$ cat config.mk
export PLATFORM = sky130hd
export DESIGN_NAME = au_seq
export DESIGN_NICKNAME = d
export VERILOG_FILES = /design/src/rtl/au_pkg.sv /design/src/rtl/au_addsub_flags.sv /design/src/rtl/au_seq.sv
export SDC_FILE = /design/constraint.sdc
export NUM_CORES = 1
export LEC_CHECK = 0
export ABC_AREA = 1
export CORE_MARGIN = 5
export CORE_UTILIZATION = 59
export DETAILED_ROUTE_END_ITERATION = 12
export GPL_TIMING_DRIVEN = 0
export PLACE_DENSITY = 0.82
export SLEW_MARGIN = 20
export SYNTH_ARGS = -nofsm -noshare
export SYNTH_HDL_FRONTEND = slang
export SYNTH_SLANG_ARGS = --single-unit
$ cat constraint.sdc
create_clock -name CLK -period 8.1 [get_ports CLK]
set_clock_uncertainty 0.05 [all_clocks]
set_input_delay 1.62 -clock CLK [delete_from_list [all_inputs] [get_ports CLK]]
set_output_delay 1.62 -clock CLK [all_outputs]
set_load 0.005 [all_outputs]
$ cat src/rtl/au_pkg.sv
// Shared types for the sequential arithmetic unit.
// Optional divider enabled by defining AU_SEQ_DIV_EN.
package au_pkg;

  typedef enum logic [1:0] {
    OP_ADD = 2'b00,
    OP_SUB = 2'b01,
    OP_MUL = 2'b10,
    OP_DIV = 2'b11
  } op_t;

`ifdef AU_SEQ_DIV_EN
  typedef enum logic [1:0] {
    IDLE    = 2'b00,
    MUL_RUN = 2'b01,
    DIV_RUN = 2'b10
  } state_t;
`else
  typedef enum logic [1:0] {
    IDLE    = 2'b00,
    MUL_RUN = 2'b01
  } state_t;
`endif

  localparam int FLG_COUT = 3;
  localparam int FLG_OVR  = 2;
  localparam int FLG_ZERO = 1;
  localparam int FLG_NEG  = 0;

  function automatic logic [3:0] mk_flags(
    input logic c,
    input logic o,
    input logic z,
    input logic n
  );
    logic [3:0] f;
    f = '0;
    f[FLG_COUT] = c;
    f[FLG_OVR]  = o;
    f[FLG_ZERO] = z;
    f[FLG_NEG]  = n;
    return f;
  endfunction

endpackage

$ cat src/rtl/au_addsub_flags.sv
// Combinational W-bit adder/subtractor with carry, overflow,
// zero and sign flags; shared by ADD/SUB, MUL and DIV steps.
module au_addsub_flags #(
  parameter int W = 8
) (
  input  logic [W-1:0] a,
  input  logic [W-1:0] b,
  input  logic         sub,
  output logic [W-1:0] s,
  output logic         cout,
  output logic         ovr,
  output logic         zero,
  output logic         neg
);

  logic [W-1:0] bx;

  assign bx = b ^ {W{sub}};
  assign {cout, s} = {1'b0, a} + {1'b0, bx} + {{W{1'b0}}, sub};
  assign ovr  = (a[W-1] == bx[W-1]) & (s[W-1] ^ a[W-1]);
  assign zero = (s == '0);
  assign neg  = s[W-1];

endmodule

$ cat src/rtl/au_seq.sv
// Sequential arithmetic unit: 1-cycle ADD/SUB, W-cycle shift-add MUL.
// Define AU_SEQ_DIV_EN to add W-cycle restoring division on Op=11.
module au_seq
  import au_pkg::*;
#(
  parameter int W  = 8,
  parameter int CW = $clog2(W) + 1
) (
  input  logic         CLK,
  input  logic         CLR,
  input  logic [W-1:0] X,
  input  logic         LoadA,
  input  logic         LoadB,
  input  logic         Start,
  input  logic [1:0]   Op,
  output logic         Busy,
  output logic         Done,
  output logic [W-1:0] Rout,
  output logic [W-1:0] RoutHi,
  output logic [3:0]   Flags
);

  state_t st_q, st_d;
  op_t    op;

  logic [W-1:0]  a_q, b_q;
  logic [W-1:0]  acc_q, mq_q;
  logic [CW-1:0] cnt_q;
  logic [W-1:0]  rout_q, routhi_q;
  logic [3:0]    flags_q;
  logic          done_q;
  logic          last;

  logic [W-1:0] as_a, as_s;
  logic         as_sub;
  logic         as_cout, as_ovr, as_zero, as_neg;

  logic [W:0]   mul_sum;
  logic [W-1:0] mul_acc_n, mul_mq_n;

  assign op   = op_t'(Op);
  assign last = (cnt_q == CW'(W - 1));

  au_addsub_flags #(.W(W)) u_as (
    .a    (as_a),
    .b    (b_q),
    .sub  (as_sub),
    .s    (as_s),
    .cout (as_cout),
    .ovr  (as_ovr),
    .zero (as_zero),
    .neg  (as_neg)
  );

  // Add multiplicand when the current multiplier bit is set, then shift.
  assign mul_sum   = mq_q[0] ? {as_cout, as_s} : {1'b0, acc_q};
  assign mul_acc_n = mul_sum[W:1];
  assign mul_mq_n  = {mul_sum[0], mq_q[W-1:1]};

`ifdef AU_SEQ_DIV_EN
  logic [W-1:0] div_low, div_rem_n, div_q_n;
  logic         div_ok;

  // Top remainder bit set means the shifted value already exceeds B.
  assign div_low   = {acc_q[W-2:0], mq_q[W-1]};
  assign div_ok    = acc_q[W-1] | as_cout;
  assign div_rem_n = div_ok ? as_s : div_low;
  assign div_q_n   = {mq_q[W-2:0], div_ok};
`endif

  always_ff @(posedge CLK) begin
    if (!CLR) st_q <= IDLE;
    else      st_q <= st_d;
  end

  always_comb begin
    st_d   = st_q;
    as_a   = a_q;
    as_sub = 1'b0;
    unique case (st_q)
      IDLE: begin
        as_sub = (op == OP_SUB);
        if (Start && op == OP_MUL) st_d = MUL_RUN;
`ifdef AU_SEQ_DIV_EN
        if (Start && op == OP_DIV && b_q != '0) st_d = DIV_RUN;
`endif
      end
      MUL_RUN: begin
        as_a = acc_q;
        if (last) st_d = IDLE;
      end
`ifdef AU_SEQ_DIV_EN
      DIV_RUN: begin
        as_a   = div_low;
        as_sub = 1'b1;
        if (last) st_d = IDLE;
      end
`endif
      default: st_d = IDLE;
    endcase
  end

  always_ff @(posedge CLK) begin
    if (!CLR) begin
      a_q      <= '0;
      b_q      <= '0;
      acc_q    <= '0;
      mq_q     <= '0;
      cnt_q    <= '0;
      rout_q   <= '0;
      routhi_q <= '0;
      flags_q  <= '0;
      done_q   <= 1'b0;
    end else begin
      done_q <= 1'b0;
      unique case (st_q)
        IDLE: begin
          cnt_q <= '0;
          if (LoadA) a_q <= X;
          if (LoadB) b_q <= X;
          if (Start) begin
            unique case (op)
              OP_ADD, OP_SUB: begin
                rout_q   <= as_s;
                routhi_q <= '0;
                flags_q  <= mk_flags(as_cout, as_ovr, as_zero, as_neg);
                done_q   <= 1'b1;
              end
              OP_MUL: begin
                acc_q <= '0;
                mq_q  <= a_q;
              end
              OP_DIV: begin
`ifdef AU_SEQ_DIV_EN
                if (b_q == '0) begin
                  rout_q   <= '1;
                  routhi_q <= a_q;
                  flags_q  <= mk_flags(1'b0, 1'b1, 1'b0, 1'b0);
                  done_q   <= 1'b1;
                end else begin
                  acc_q <= '0;
                  mq_q  <= a_q;
                end
`else
                rout_q   <= '0;
                routhi_q <= '0;
                flags_q  <= mk_flags(1'b0, 1'b1, 1'b1, 1'b0);
                done_q   <= 1'b1;
`endif
              end
              default: ;
            endcase
          end
        end
        MUL_RUN: begin
          acc_q <= mul_acc_n;
          mq_q  <= mul_mq_n;
          cnt_q <= cnt_q + 1'b1;
          if (last) begin
            rout_q   <= mul_mq_n;
            routhi_q <= mul_acc_n;
            flags_q  <= mk_flags(|mul_acc_n, |mul_acc_n,
                                 ~|{mul_acc_n, mul_mq_n}, 1'b0);
            done_q   <= 1'b1;
          end
        end
`ifdef AU_SEQ_DIV_EN
        DIV_RUN: begin
          acc_q <= div_rem_n;
          mq_q  <= div_q_n;
          cnt_q <= cnt_q + 1'b1;
          if (last) begin
            rout_q   <= div_q_n;
            routhi_q <= div_rem_n;
            flags_q  <= mk_flags(1'b0, 1'b0, div_q_n == '0, 1'b0);
            done_q   <= 1'b1;
          end
        end
`endif
        default: ;
      endcase
    end
  end

  assign Busy   = (st_q != IDLE);
  assign Done   = done_q;
  assign Rout   = rout_q;
  assign RoutHi = routhi_q;
  assign Flags  = flags_q;

endmodule

Word-level counts from Yosys, hierarchy flattened:

Cells that the tools add are included.

* register bits after elaboration: 59
* input bits: 15
* output and inout port bits: 22
* logic and storage cells: 74

* add/subtract/negate cells: 3
* eq/ne operators: 12
* multiplexer cells: 29
* bitwise operators: 3
* reduce and logical (&&, ||, !) cells: 17

Operator list (number)
* 2-to-1 mux 8 bit: 10
* one-hot mux 8 bit (2 select lines): 5
* one-hot mux 4 bit (2 select lines): 3
* OR reduction 16 bit: 1
* != test 2 bit, second input constant: 5
* adder 8 x 8 -> 9 bit: 1
* adder 9 x 1 -> 9 bit: 1
* 2-to-1 mux 9 bit: 1
* logical NOT 8 bit: 1
* 2-to-1 mux 4 bit: 2
* AND reduction 4 bit: 2
* OR reduction 8 bit: 1
* XOR 8 bit: 1
* AND reduction 2 bit: 3
* adder 4 x 1 -> 4 bit, second input constant: 1
* == test 2 x 1 -> 1 bit, second input constant: 2
* == test 2 bit, second input constant: 2
* == test 4 x 3 -> 1 bit, second input constant: 1
* logical NOT 2 bit: 2
* 2-to-1 mux 1 bit: 4
* 2-to-1 mux 2 bit: 2
* one-hot mux 2 bit (2 select lines): 1
* nonzero test 2 bit: 2
* != test 3 bit, second input constant: 1
* other kinds (9): 9

Depth between registers and ports, before layout:

Gate-level depths: netlist (run 1).

* depth after elaboration: 10
* gate-level depth with buffers: 22
* depth with buffers taken out: 20

By module:

From an unflattened synthesis (run 1), not the netlist that was laid out.

* cell total of the unflattened synthesis: 444
* area, all modules: 3089.2 sq um

By module, submodules not included
* au_seq: instances 1, cells an instance 352, area an instance 2529.9 sq um, sequential area each 1161.1 sq um
* au_addsub_flags: instances 1, cells an instance 92, area an instance 559.3 sq um, sequential area each 0.0 sq um

Least setup slack after synthesis (run 1):

OpenSTA, ideal clock, no wires.

* kind: input to register
* start point: in Op[1]
* end point: reg flags_q[3], in the netlist Flags[3]
* setup time: 132 ps
* arrival: 3397 ps
* data required time: 7918 ps
* slack: 4521 ps
* stages on the path: 13
* path buffers: 0
* cell sequence: inv_1 nand3_4 xor2_1 fa_1 xnor2_1 o21ai_0 nand2_1 nor2_1 nand3_1 nor2_1 nand4_1 nand2_1 a21oi_1

* longest elaborated chain between the ends: 9
* elaborated cells between the ends (all ways): 16
* those cells by class: 2 x add/sub; 3 x eq/ne; 6 x mux; 1 x bitwise; 4 x reduce/logical

Ends and longest elaborated chain
* start: declaration: RTL line au_seq.sv:15 `input logic [1:0] Op,`
* == test 2 x 1 -> 1 bit: RTL line au_seq.sv:82, au_seq.sv:122
* 2-to-1 mux 1 bit: RTL line au_seq.sv:80 `unique case (st_q)`
* XOR 8 bit: RTL line au_addsub_flags.sv:18 `assign bx = b ^ {W{sub}};`
* adder 8 x 8 -> 9 bit: RTL line au_addsub_flags.sv:19 `assign {cout, s} = {1'b0, a} + {1'b0, bx} + {{W{1'b0}}, sub};`
* adder 9 x 1 -> 9 bit: RTL line au_addsub_flags.sv:19
* 2-to-1 mux 9 bit: RTL line au_seq.sv:56 `assign mul_sum = mq_q[0] ? {as_cout, as_s} : {1'b0, acc_q};`
* OR reduction 8 bit: RTL line au_seq.sv:162 `flags_q <= mk_flags(|mul_acc_n, |mul_acc_n,`
* 2-to-1 mux 4 bit: RTL line au_seq.sv:159 `if (last) begin`
* one-hot mux 4 bit (2 select lines): RTL line au_seq.sv:116 `unique case (st_q)`
* end signal: assignment: RTL line au_seq.sv:126 `flags_q <= mk_flags(as_cout, as_ovr, as_zero, as_neg);`
* end signal: assignment: RTL line au_seq.sv:147 `flags_q <= mk_flags(1'b0, 1'b1, 1'b1, 1'b0);`
* end signal: assignment: RTL line au_seq.sv:162
* end: declaration: RTL line au_seq.sv:30 `logic [3:0] flags_q;`

Parallel ways exist; a longest one is shown, timed or not. The select of a mux whose other input is x is not followed.
A chain may end at the register's enable or synchronous reset.

Final worst setup path (run 1):

* start point: in Op[0]
* end point: reg flags_q[2], in the netlist Flags[2]

* longest elaborated chain between the ends: 10
* elaborated cells between the ends (all ways): 19
* those cells by class: 2 x add/sub; 4 x eq/ne; 6 x mux; 3 x bitwise; 4 x reduce/logical

Ends and longest elaborated chain
* == test 2 x 1 -> 1 bit: RTL line au_seq.sv:82, au_seq.sv:122
* 2-to-1 mux 1 bit: RTL line au_seq.sv:80
* XOR 8 bit: RTL line au_addsub_flags.sv:18
* adder 8 x 8 -> 9 bit: RTL line au_addsub_flags.sv:19
* adder 9 x 1 -> 9 bit: RTL line au_addsub_flags.sv:19
* XOR 1 bit: RTL line au_addsub_flags.sv:20 `assign ovr = (a[W-1] == bx[W-1]) & (s[W-1] ^ a[W-1]);`
* AND 1 bit: RTL line au_addsub_flags.sv:20
* one-hot mux 4 bit (2 select lines): RTL line au_seq.sv:122 `unique case (op)`
* 2-to-1 mux 4 bit: RTL line au_seq.sv:121 `if (Start) begin`
* one-hot mux 4 bit (2 select lines): RTL line au_seq.sv:116

Parallel ways exist; a longest one is shown, timed or not. The select of a mux whose other input is x is not followed.

==> qor.yml, run 1 <==
gp_congestion: 0.943
report.final.setup_viol: 0
finalMaxSlewViolations: 0
p_leak_nw: 1.48
power.share.sequential: 0.448
synthesis.yosys.warnings: 0
die_area_um2: 6460
grtUsageMet3: 0.0549
num_rows: 25
worst-path-max-fanout: 8
outcome: "completed"
netlist-cell-type-count: 33
hold_violations: 0
numClockSinks: 58
sum_of_negative_setup_slack_ps: 0
critical_path.endpoint: "Flags[2]"
critPathLaunch: "Op[0]"
hold_buffers: 0
floorplan.core_area_um2: 4750
fmax_mhz: 244
post_cts_resized: 0
dr.pass1.iters: 5
antenna_violating_nets_post_route: 0
power.density_cell_area_nw_per_um2: 196
route.final.wire_length_mm: 7.81
maximum_number_of_pins_on_one_net_before_global_route_repair: 11
grt_antenna_before_repair: 0
cts_max_level: 3
criticalPathCategory: "input port to register"
io_pins: 37
power.combinational.fraction: 0.220
ir_worst_vdd_mv: 0.165
syn_to_final_growth_pct: 21.1
cp-end-kind: "register"
finish.net_count: 486
die_height_um: 80.4
vias: 2967
post_route_cells_drive_above_1_share: 0.0749
remaining_drc_errors: 0
yosys_register_bits: 58
p_int_mw: 0.479
wire_per_inst_um: 14.6
cts_made_buffers: 9
reg2reg_to: "Flags[2]"
grt_pass1_vias: 2881
synthesis.area_per_instance_um2: 7.05
switchingPower_mw: 0.214
max_cap_violations: 0
dpl.cell_count: 518
post_drt_via_cell_ratio: 5.56
drt_iter0_drc: 234
clk_pin_slew_worst_paths_ps: 60
p_clk_frac: 0.332
antenna_cells_inserted: 0
rsz_0062_raised_after_global_routing: "no"
global_route.usage.met2: 0.448
io_buffers: 36
part_of_the_yosys_area_used_for_sequential_elements: 0.397
grt.busiest_layer: "met2"
final_cells: 534
power_switching_share: 0.309
min-delay-path-class: "register to register"
cts_root_buf: "sky130_fd_sc_hd__clkbuf_8"
period_needed_ps: 4100
grt_util_all_layers: 0.269
timing.final.crit_share: 0.506
syn-num-nets: 439
critical_path_required_ps: 8290
combined_area_of_all_synthesized_cells_um2: 2920
post-layout-total-power_mw: 0.693
final_cell_area_excluding_filler_cells_um2: 3540
worst_r2r_startpoint: "st_q[0]"
start_kind: "input port"
post-cts-setup-buffer-count: 0
cts_tree: "yes"
worst_slew_pin_slew_ps: 570
grt_first_pass_wirelength_mm: 13.0
detailedPlacementHpwl_mm: 6.03
global_route.overflow_total: 0
hold-worst-slack_ps: 401
dpl-instance-area_um2: 3370
start_util: 0.615
reg2reg_setup_slack_ps: 4760
timing.max_slew.rel_slack: 0.620
die_w_um: 80.4
arrival_ps: 4290
number_of_instances_in_the_synthesized_netlist: 415
met1_usage: 0.317
clock_tree.buffer_depth: 2
timing.reg2reg.worst_path_depth: 18
worstSkewPairLatency_ps: 340
## layout by cell type (no fill, tap or decap), drive strengths merged, types with 2 or more instances in the layout
cell type      netlist  layout
and2                 2       2
xnor2                8       8
ha                   8       8
nand3               35      35
nand2              105     105
inv                 31      31
a31oi               15      15
a21oi               27      27
clkdlybuf4s50        0      36
dfxtp               58      58
nor4                 2       2
or2                  3       3
clkinvlp             0       2
nand4                4       4
clkbuf              11      22
nor2                49      49
o21bai               2       2
o21ai               40      40
buf                  4       4
o211ai               2       2
clkinv               3       6
## cells in the mapped netlist (all sizes together)
master  count  area (um^2)
a21o        1         7.51
a21oi      27          135
a31oi      15         93.8
and2        2         12.5
buf         4         25.0
clkbuf     11         41.3
clkinv      3         11.3
dfxtp      58         1160
fa          1         20.0
ha          8          100
inv        31          124
nand2     105          419
nand3      35          203
nand3b      1         7.51
nand4       4         25.0
nor2       49          186
nor3        1         5.00
nor4        2         12.5
o211ai      2         15.0
o21ai      40          200
o21bai      2         15.0
o22ai       1         6.26
or2         3         18.8
xnor2       8         70.1
xor2        1         8.76
## cell type report
type / instances / area, um^2
sequential: 58 / 1160
inverter: 34 / 135
clock inverter: 5 / 30.0
clock buffer: 11 / 141
fill: 405 / 1210
timing repair buffer: 36 / 360
multi-input combinational: 308 / 1560
buffer: 15 / 66.3
tap: 67 / 83.8
## critical path, cell delays in order
cell                              delay [ps]
sky130_fd_sc_hd__clkdlybuf4s50_1         570
sky130_fd_sc_hd__nand3_4                 190
sky130_fd_sc_hd__xor2_1                  230
sky130_fd_sc_hd__fa_1                    460
sky130_fd_sc_hd__xnor2_1                 230
sky130_fd_sc_hd__o21ai_0                 260
sky130_fd_sc_hd__nand2_1                  80
sky130_fd_sc_hd__nor2_1                  110
sky130_fd_sc_hd__nand3_1                  80
sky130_fd_sc_hd__nor2_1                  130
sky130_fd_sc_hd__nand4_1                 130
sky130_fd_sc_hd__nand3_1                 140
sky130_fd_sc_hd__nand2_1                  50
## state kept, by name (all words and copies together), names as in the netlist
name,cells
a_q,8
cnt_q,4
b_q,8
acc_q,8
mq_q,8
Done,1
RoutHi,8
Rout,8
st_q,1
Flags,4
## stage by stage
step / utilization / worst slack (ps)
6_report: 0.744 / 4000
5_1_grt: 0.744 / 3800
4_1_cts: 0.744 / 4070
3_5_place_dp: 0.708 / 3710
3_3_place_gp: 0.708 / 3770
2_1_floorplan: - / 4520
## layer usage
layer,part of all wire,vias to the layer above
li1,-,1471
met1,0.42,1347
met2,0.46,108
met3,0.071,41
met4,0.050,0
met5,0,-
## cells by family after synthesis
group                      count (synthesis)  synth area share
and+or+nand+nor                          202             0.304
AOI/OAI and AO/OA                         88             0.162
DFF                                       58             0.397
buffers and inverters                     49            0.0689
xor gates and xnor gates                   9            0.0270
adders and majority gates                  9            0.0411
## how the worst min path moves through the flow
stage | from | endpoint | depth (start not counted)
after floorplan | cnt_q[0] | cnt_q[0] | 1
after CTS | cnt_q[0] | cnt_q[0] | 1
final | cnt_q[0] | cnt_q[0] | 1
after global placement | cnt_q[0] | cnt_q[0] | 1
after detailed placement | cnt_q[0] | cnt_q[0] | 1
after global routing | acc_q[2] | acc_q[2] | 2
## power groups by stage
stage / clock (mW) / sequential [mW] / combinational (mW)
floorplan: 0 / 0.315 / 0.0974
global placement: 0 / 0.316 / 0.147
detailed placement: 0 / 0.316 / 0.150
CTS: 0.231 / 0.310 / 0.150
global route: 0.248 / 0.312 / 0.169
finish: 0.230 / 0.310 / 0.152
(Power assumes the default switching activity.)
==> inputs of run 2 (changes only) <==
--- a/config.mk
+++ b/config.mk
@@ -7,10 +7,10 @@
 export LEC_CHECK = 0
 export ABC_AREA = 1
 export CORE_MARGIN = 5
-export CORE_UTILIZATION = 59
+export CORE_UTILIZATION = 55
 export DETAILED_ROUTE_END_ITERATION = 12
 export GPL_TIMING_DRIVEN = 0
-export PLACE_DENSITY = 0.82
+export PLACE_DENSITY = 0.77
 export SLEW_MARGIN = 20
 export SYNTH_ARGS = -nofsm -noshare
 export SYNTH_HDL_FRONTEND = slang
==> constraint.sdc (replaced) <==
create_clock -name CLK -period 3.9 [get_ports CLK]
set_clock_uncertainty 0.05 [all_clocks]
set_input_delay 0.78 -clock CLK [delete_from_list [all_inputs] [get_ports CLK]]
set_output_delay 0.78 -clock CLK [all_outputs]
set_load 0.005 [all_outputs]
==> run 2 against run 1 <==
Effect of this change: final area rose by 1.3%; sequential share of layout area shrank 0.42 points; wire length rose by 2.7%; utilization down 4.7 points; critical path type is now register to register.
==> qor.yml, run 2 (same netlist as run 1, synthesis figures left out) <==
post_route_cells_drive_above_1_share: 0.0771  # was 0.0749
global_route.overflow_total: 0  # unchanged
die_area_um2: 6870  # was 6460 um^2
detailedPlacementHpwl_mm: 6.21  # was 6.03 mm
sum_of_negative_setup_slack_ps: 0  # unchanged
post_drt_via_cell_ratio: 5.47  # was 5.56
vias: 2937  # was 2967
max_cap_violations: 0  # unchanged
cts_made_buffers: 9  # unchanged
layout_common_cells: "sky130_fd_sc_hd__nand2_1 (97), sky130_fd_sc_hd__dfxtp_1 (58), sky130_fd_sc_hd__nor2_1 (48), sky130_fd_sc_hd__o21ai_0 (40), sky130_fd_sc_hd__clkdlybuf4s50_1 (36)"  # unchanged
fillers: 489  # was 405
period_needed_ps: 3300
crit_chain: "buf_6 -> inv_8 -> clkbuf_1 -> clkbuf_1 -> o21ai_0 -> ha_1 -> nand2_1 -> nand2_1 -> inv_1 -> nor2_1 -> nor2_1 -> nand3_1 -> nand3_1 -> nand2_1 -> nor2_1 -> nand4_1 -> nand3_1 -> nand2_1"  # was clkdlybuf4s50_1 -> nand3_4 -> xor2_1 -> fa_1 -> xnor2_1 -> o21ai_0 -> nand2_1 -> nor2_1 -> nand3_1 -> nor2_1 -> nand4_1 -> nand3_1 -> nand2_1
finalMaxSlewViolations: 0  # unchanged
io_buffers: 36  # unchanged
die_w_um: 82.9  # was 80.4 um
timing.max_slew.rel_slack: 0.602  # was 0.620
cts_tree: "yes"  # unchanged
finish.net_count: 486  # unchanged
remaining_drc_errors: 0  # unchanged
post-cts-setup-buffer-count: 0  # unchanged
fmax_mhz: 303
grt_util_all_layers: 0.240  # was 0.269
worst-path-max-fanout: 10  # was 8
clk_pin_slew_worst_paths_ps: 70  # was 60 ps
dr.pass1.iters: 5  # unchanged
drt_iter0_drc: 321  # was 234
report.final.setup_viol: 0  # unchanged
ir_worst_vdd_mv: 0.404  # was 0.165 mV
finalCoreUtilization: 0.698  # was 0.744
worst_slew_pin_slew_ps: 597  # was 570 ps
syn_to_final_growth_pct: 22.6  # was 21.1%
antenna_violating_nets_post_route: 0  # unchanged
cp_slowest_cell: "sky130_fd_sc_hd__ha_1"  # was sky130_fd_sc_hd__clkdlybuf4s50_1
clock_tree.buffer_depth: 2  # unchanged
power.density_cell_area_nw_per_um2: 431  # was 196 nW/um^2
gp_congestion: 0.951  # was 0.943
cp-end-kind: "register"  # unchanged
post_cts_resized: 0  # unchanged
cts_max_level: 3  # unchanged
io_pins: 37  # unchanged
timing.final.crit_share: 0.846
critPathMaxStageDelay_ps: 420  # was 570 ps
critical_path_required_ps: 4080  # was 8290 ps
outcome: "completed"  # unchanged
numClockSinks: 58  # unchanged
p_leak_nw: 1.51  # was 1.48 nW
start_util: 0.569  # was 0.615
route.final.wire_length_mm: 8.02  # was 7.81 mm
maximum_number_of_pins_on_one_net_before_global_route_repair: 11  # unchanged
arrival_ps: 3480  # was 4290 ps
worstSkewPairLatency_ps: 340  # about the same
wire_per_inst_um: 14.9  # was 14.6 um
path_delay_family: "simple AND/OR/NAND/NOR gates"  # unchanged
start_kind: "register"  # was input port
floorplan.core_area_um2: 5140  # was 4750 um^2
min-delay-path-class: "register to register"  # unchanged
hold_violations: 0  # unchanged
die_height_um: 82.9  # was 80.4 um
rsz_0062_raised_after_global_routing: "no"  # unchanged
grt_pass1_vias: 2725  # was 2881
crit_buf_inv: 5  # was 1
antenna_cells_inserted: 0  # unchanged
num_rows: 26  # was 25
worst_path_most_repeated_cell: "sky130_fd_sc_hd__nand2_1"
grt_first_pass_wirelength_mm: 13.3  # was 13.0 mm
layout_commonest_cell: "sky130_fd_sc_hd__nand2_1"  # unchanged
criticalPathCategory: "register to register"  # was input port to register
cts_root_buf: "sky130_fd_sc_hd__clkbuf_8"  # unchanged
post-layout-total-power_mw: 1.55  # was 0.693 mW
hold_buffers: 0  # unchanged
grt_antenna_before_repair: 0  # unchanged
-- run 2: changes by cell type in the layout (fill, tap and decap cells not counted) --
| cell | previous run | this run |
|---|---|---|
| sky130_fd_sc_hd__bufinv_16 | 0 | 1 |
| sky130_fd_sc_hd__clkbuf_1 | 12 | 11 |
| sky130_fd_sc_hd__clkbuf_8 | 10 | 12 |
| sky130_fd_sc_hd__clkinv_2 | 3 | 2 |
| sky130_fd_sc_hd__clkinv_4 | 0 | 1 |
| sky130_fd_sc_hd__clkinvlp_4 | 2 | 0 |
-- run 2: power breakdown --
part           internal [mW]  total (mW)  switching, mW
Sequential             0.625       0.644         0.0196
Clock                  0.346       0.585          0.239
Combinational          0.126       0.317          0.191
Total                   1.10        1.55          0.450
-- run 2: final cells by class --
class | count | area, um^2 | area share
Buffer | 15 | 66.3 | 0.0185
Clock buffer | 12 | 165 | 0.0461
Clock inverter | 4 | 48.8 | 0.0136
Inverter | 34 | 135 | 0.0377
Multi-Input combinational cell | 308 | 1560 | 0.435
Sequential cell | 58 | 1160 | 0.324
Tap cell | 70 | 87.6 | 0.0244
Timing Repair Buffer | 36 | 360 | 0.100
-- run 2: path summary, 6_finish.rpt --
path         cells past startpoint  endpoint  startpoint  slack (ps)
max                             18  Flags[2]     st_q[0]         600
min                              1  cnt_q[0]    cnt_q[0]         400
max reg2reg                     18  Flags[2]     st_q[0]         600
min reg2reg                      1  cnt_q[0]    cnt_q[0]         400
-- run 2: per-layer routing --
layer / vias up / share of wire / track usage
met1: 1322 / 0.42 / 0.296
met2: 129 / 0.47 / 0.400
met4: 0 / 0.026 / 0.0966
met5: - / 0 / 0
met3: 19 / 0.079 / 0.0604
li1: 1467 / - / -
-- run 2: through the flow --
stage               setup WS [ps]  hold slack [ps]  instance area, um^2  std cells
finish                        601              397                 3590        537
global route                  256              432                 3590        537
CTS                           663              405                 3590        537
detailed placement            364              391                 3370        521
global placement              381              381                 3370        521
floorplan                    1160              368                 2920        415
==> inputs of run 3 (changes only) <==
==> constraint.sdc (replaced) <==
create_clock -name CLK -period 3.4 [get_ports CLK]
set_clock_uncertainty 0.05 [all_clocks]
set_input_delay 0.68 -clock CLK [delete_from_list [all_inputs] [get_ports CLK]]
set_output_delay 0.68 -clock CLK [all_outputs]
set_load 0.005 [all_outputs]
==> run 3 against run 2 <==
Effect of this change: wire length down 0.19%; die area stayed put; combinational power up 15%; critical path depth is 5 lower; critical endpoint unchanged; largest power group unchanged; highest routed layer unchanged.
==> qor.yml, run 3 (same netlist as run 1, synthesis figures left out) <==
wirelength_met1_mm: 3.51  # was 3.40 mm
worst_slew_pin_slew_ps: 571  # was 597 ps
reg2reg_setup_slack_ps: 380  # was 600 ps
route.final.wire_length_mm: 8.01  # was 8.02 mm
timing.hold.worst.start: "cnt_q[0]"  # unchanged
sum_of_negative_setup_slack_ps: 0  # unchanged
maxUsedRoutingLayer: "met4"  # unchanged
reg2reg_to: "Flags[2]"  # unchanged
hold_violations: 0  # unchanged
clock_tree.buffer_depth: 2  # unchanged
report.final.setup_viol: 0  # unchanged
start_kind: "input port"  # was register
grt_pass1_vias: 2725  # unchanged
dr.pass1.iters: 8  # was 5
timing.reg2reg.worst_path_depth: 18  # unchanged
cts_made_buffers: 9  # unchanged
cts_root_buf: "sky130_fd_sc_hd__clkbuf_8"  # unchanged
floorplan.core_area_um2: 5140  # unchanged
multiInputGateArea_um2: 1570  # was 1560 um^2
wire_per_inst_um: 14.9  # about the same
antenna_violating_nets_post_route: 0  # unchanged
remaining_drc_errors: 0  # unchanged
io_pins: 37  # unchanged
layout_common_cells: "sky130_fd_sc_hd__nand2_1 (97), sky130_fd_sc_hd__dfxtp_1 (58), sky130_fd_sc_hd__nor2_1 (48), sky130_fd_sc_hd__o21ai_0 (40), sky130_fd_sc_hd__clkdlybuf4s50_1 (36)"  # unchanged
antenna_cells_inserted: 0  # unchanged
grt_util_all_layers: 0.240  # unchanged
ir_worst_vdd_mv: 0.460  # was 0.404 mV
grt_first_pass_wirelength_mm: 13.3  # unchanged
finish.net_count: 486  # unchanged
seq_area_um2: 1160  # unchanged
finalMaxSlewViolations: 0  # unchanged
gp_congestion: 0.951  # unchanged
post_route_cells_drive_above_1_share: 0.0835  # was 0.0771
fillers: 487  # was 489
met2RoutedLength_mm: 3.77  # was 3.78 mm
io_buffers: 36  # unchanged
crit_chain: "clkdlybuf4s50_1 -> nand3_4 -> xor2_2 -> fa_1 -> xnor2_1 -> o21ai_0 -> nand2_1 -> nor2_1 -> nand3_1 -> nor2_1 -> nand4_1 -> nand3_1 -> nand2_1"  # was buf_6 -> inv_8 -> clkbuf_1 -> clkbuf_1 -> o21ai_0 -> ha_1 -> nand2_1 -> nand2_1 -> inv_1 -> nor2_1 -> nor2_1 -> nand3_1 -> nand3_1 -> nand2_1 -> nor2_1 -> nand4_1 -> nand3_1 -> nand2_1
number_of_cells_on_the_worst_hold_path: 1  # unchanged
power.density_cell_area_nw_per_um2: 494  # was 431 nW/um^2
arrival_ps: 3270  # was 3480 ps
cp-end-kind: "register"  # unchanged
start_util: 0.569  # unchanged
numClockSinks: 58  # unchanged
max_cap_violations: 0  # unchanged
drt_iter0_drc: 262  # was 321
critPathMaxStageDelay_ps: 560  # was 420 ps
hold-worst-slack_ps: 399  # was 397 ps
vias: 2903  # was 2937
global_route.overflow_total: 0  # unchanged
detailedPlacementHpwl_mm: 6.21  # unchanged
final_cells: 537  # unchanged
worstSkewPairLatency_ps: 340  # about the same
pre_cts_ws_ps: -35.9  # was 364 ps
worst-path-max-fanout: 8  # was 10
worst_r2r_startpoint: "st_q[0]"  # unchanged
cts_max_level: 3  # unchanged
post-layout-total-power_mw: 1.78  # was 1.55 mW
period_needed_ps: 3080
timing.max_slew.rel_slack: 0.619  # was 0.602
p_leak_nw: 1.52  # was 1.51 nW
timing.final.crit_share: 0.906
worst_setup_margin_ps: 319  # was 601 ps
min-delay-path-class: "register to register"  # unchanged
num_rows: 26  # unchanged
fmax_mhz: 325
die_w_um: 82.9  # unchanged
criticalPathCategory: "input port to register"  # was register to register
hold_path_end: "cnt_q[0]"  # unchanged
wl_met3_um: 510  # was 634 um
dpl.cell_count: 521  # unchanged
die_area_um2: 6870  # unchanged
critical_path_required_ps: 3590  # was 4080 ps
clk_pin_slew_worst_paths_ps: 70  # about the same
rsz_0062_raised_after_global_routing: "no"  # unchanged
layout_commonest_cell: "sky130_fd_sc_hd__nand2_1"  # unchanged
syn_to_final_growth_pct: 23.0  # was 22.6%
grt_antenna_before_repair: 0  # unchanged
die_height_um: 82.9  # unchanged
cp_slowest_cell: "sky130_fd_sc_hd__clkdlybuf4s50_1"  # was sky130_fd_sc_hd__ha_1
outcome: "completed"  # unchanged
cts_tree: "yes"  # unchanged
post_drt_via_cell_ratio: 5.41  # was 5.47
maximum_number_of_pins_on_one_net_before_global_route_repair: 11  # unchanged
-- run 3: power by group --
part / switching, mW / internal [mW] / total (mW) / leakage [nW]
sequential: 0.0225 / 0.716 / 0.739 / 0.475
combinational: 0.218 / 0.146 / 0.364 / 0.930
clock: 0.276 / 0.397 / 0.673 / 0.112
-- run 3: critical path: cells and delay by family --
kind / cells / cell delay, ps
adder cells (fa/ha/maj): 1 / 440
buffers and inverters: 1 / 560
AO/OA/AOI/OAI: 1 / 240
AND/OR/NAND/NOR: 8 / 920
XOR/XNOR: 2 / 430
-- run 3: timing repair --
action	in CTS	in global routing
setup buffers	0	0
endpoints found under the setup margin	0	3
gates resized for setup	0	5
hold buffers	0	0
-- run 3: metal layers --
layer,GRT usage,up-vias
li1,-,1468
met3,0.0604,23
met2,0.400,98
met1,0.296,1314
met4,0.0966,0
met5,0,-
-- run 3: worst max path at each step --
stage | startpoint | end | slack [ps] | depth (start not counted)
after global placement | Op[0] | Flags[2] | -20 | 13
final | Op[0] | Flags[2] | 320 | 13
after floorplan | st_q[0] | Flags[3] | 720 | 18
after CTS | st_q[0] | Flags[2] | 160 | 18
after global routing | Op[0] | Flags[2] | 30 | 16
after detailed placement | Op[0] | Flags[2] | -40 | 13
-- run 3: through the flow --
step | instance area [um^2] | utilization
CTS | 3590 | 0.698
floorplan | 2920 | -
global placement | 3370 | 0.656
global route | 3600 | 0.700
finish | 3600 | 0.700
detailed placement | 3370 | 0.656
-- run 3: layout make-up --
| type | count | share of cell area |
|---|---|---|
| Multi-Input combinational cell | 308 | 0.436 |
| Sequential cell | 58 | 0.323 |
| Timing Repair Buffer | 36 | 0.100 |
| Clock buffer | 12 | 0.0459 |
| Inverter | 34 | 0.0376 |
| Tap cell | 70 | 0.0244 |
| Buffer | 15 | 0.0191 |
| Clock inverter | 4 | 0.0136 |
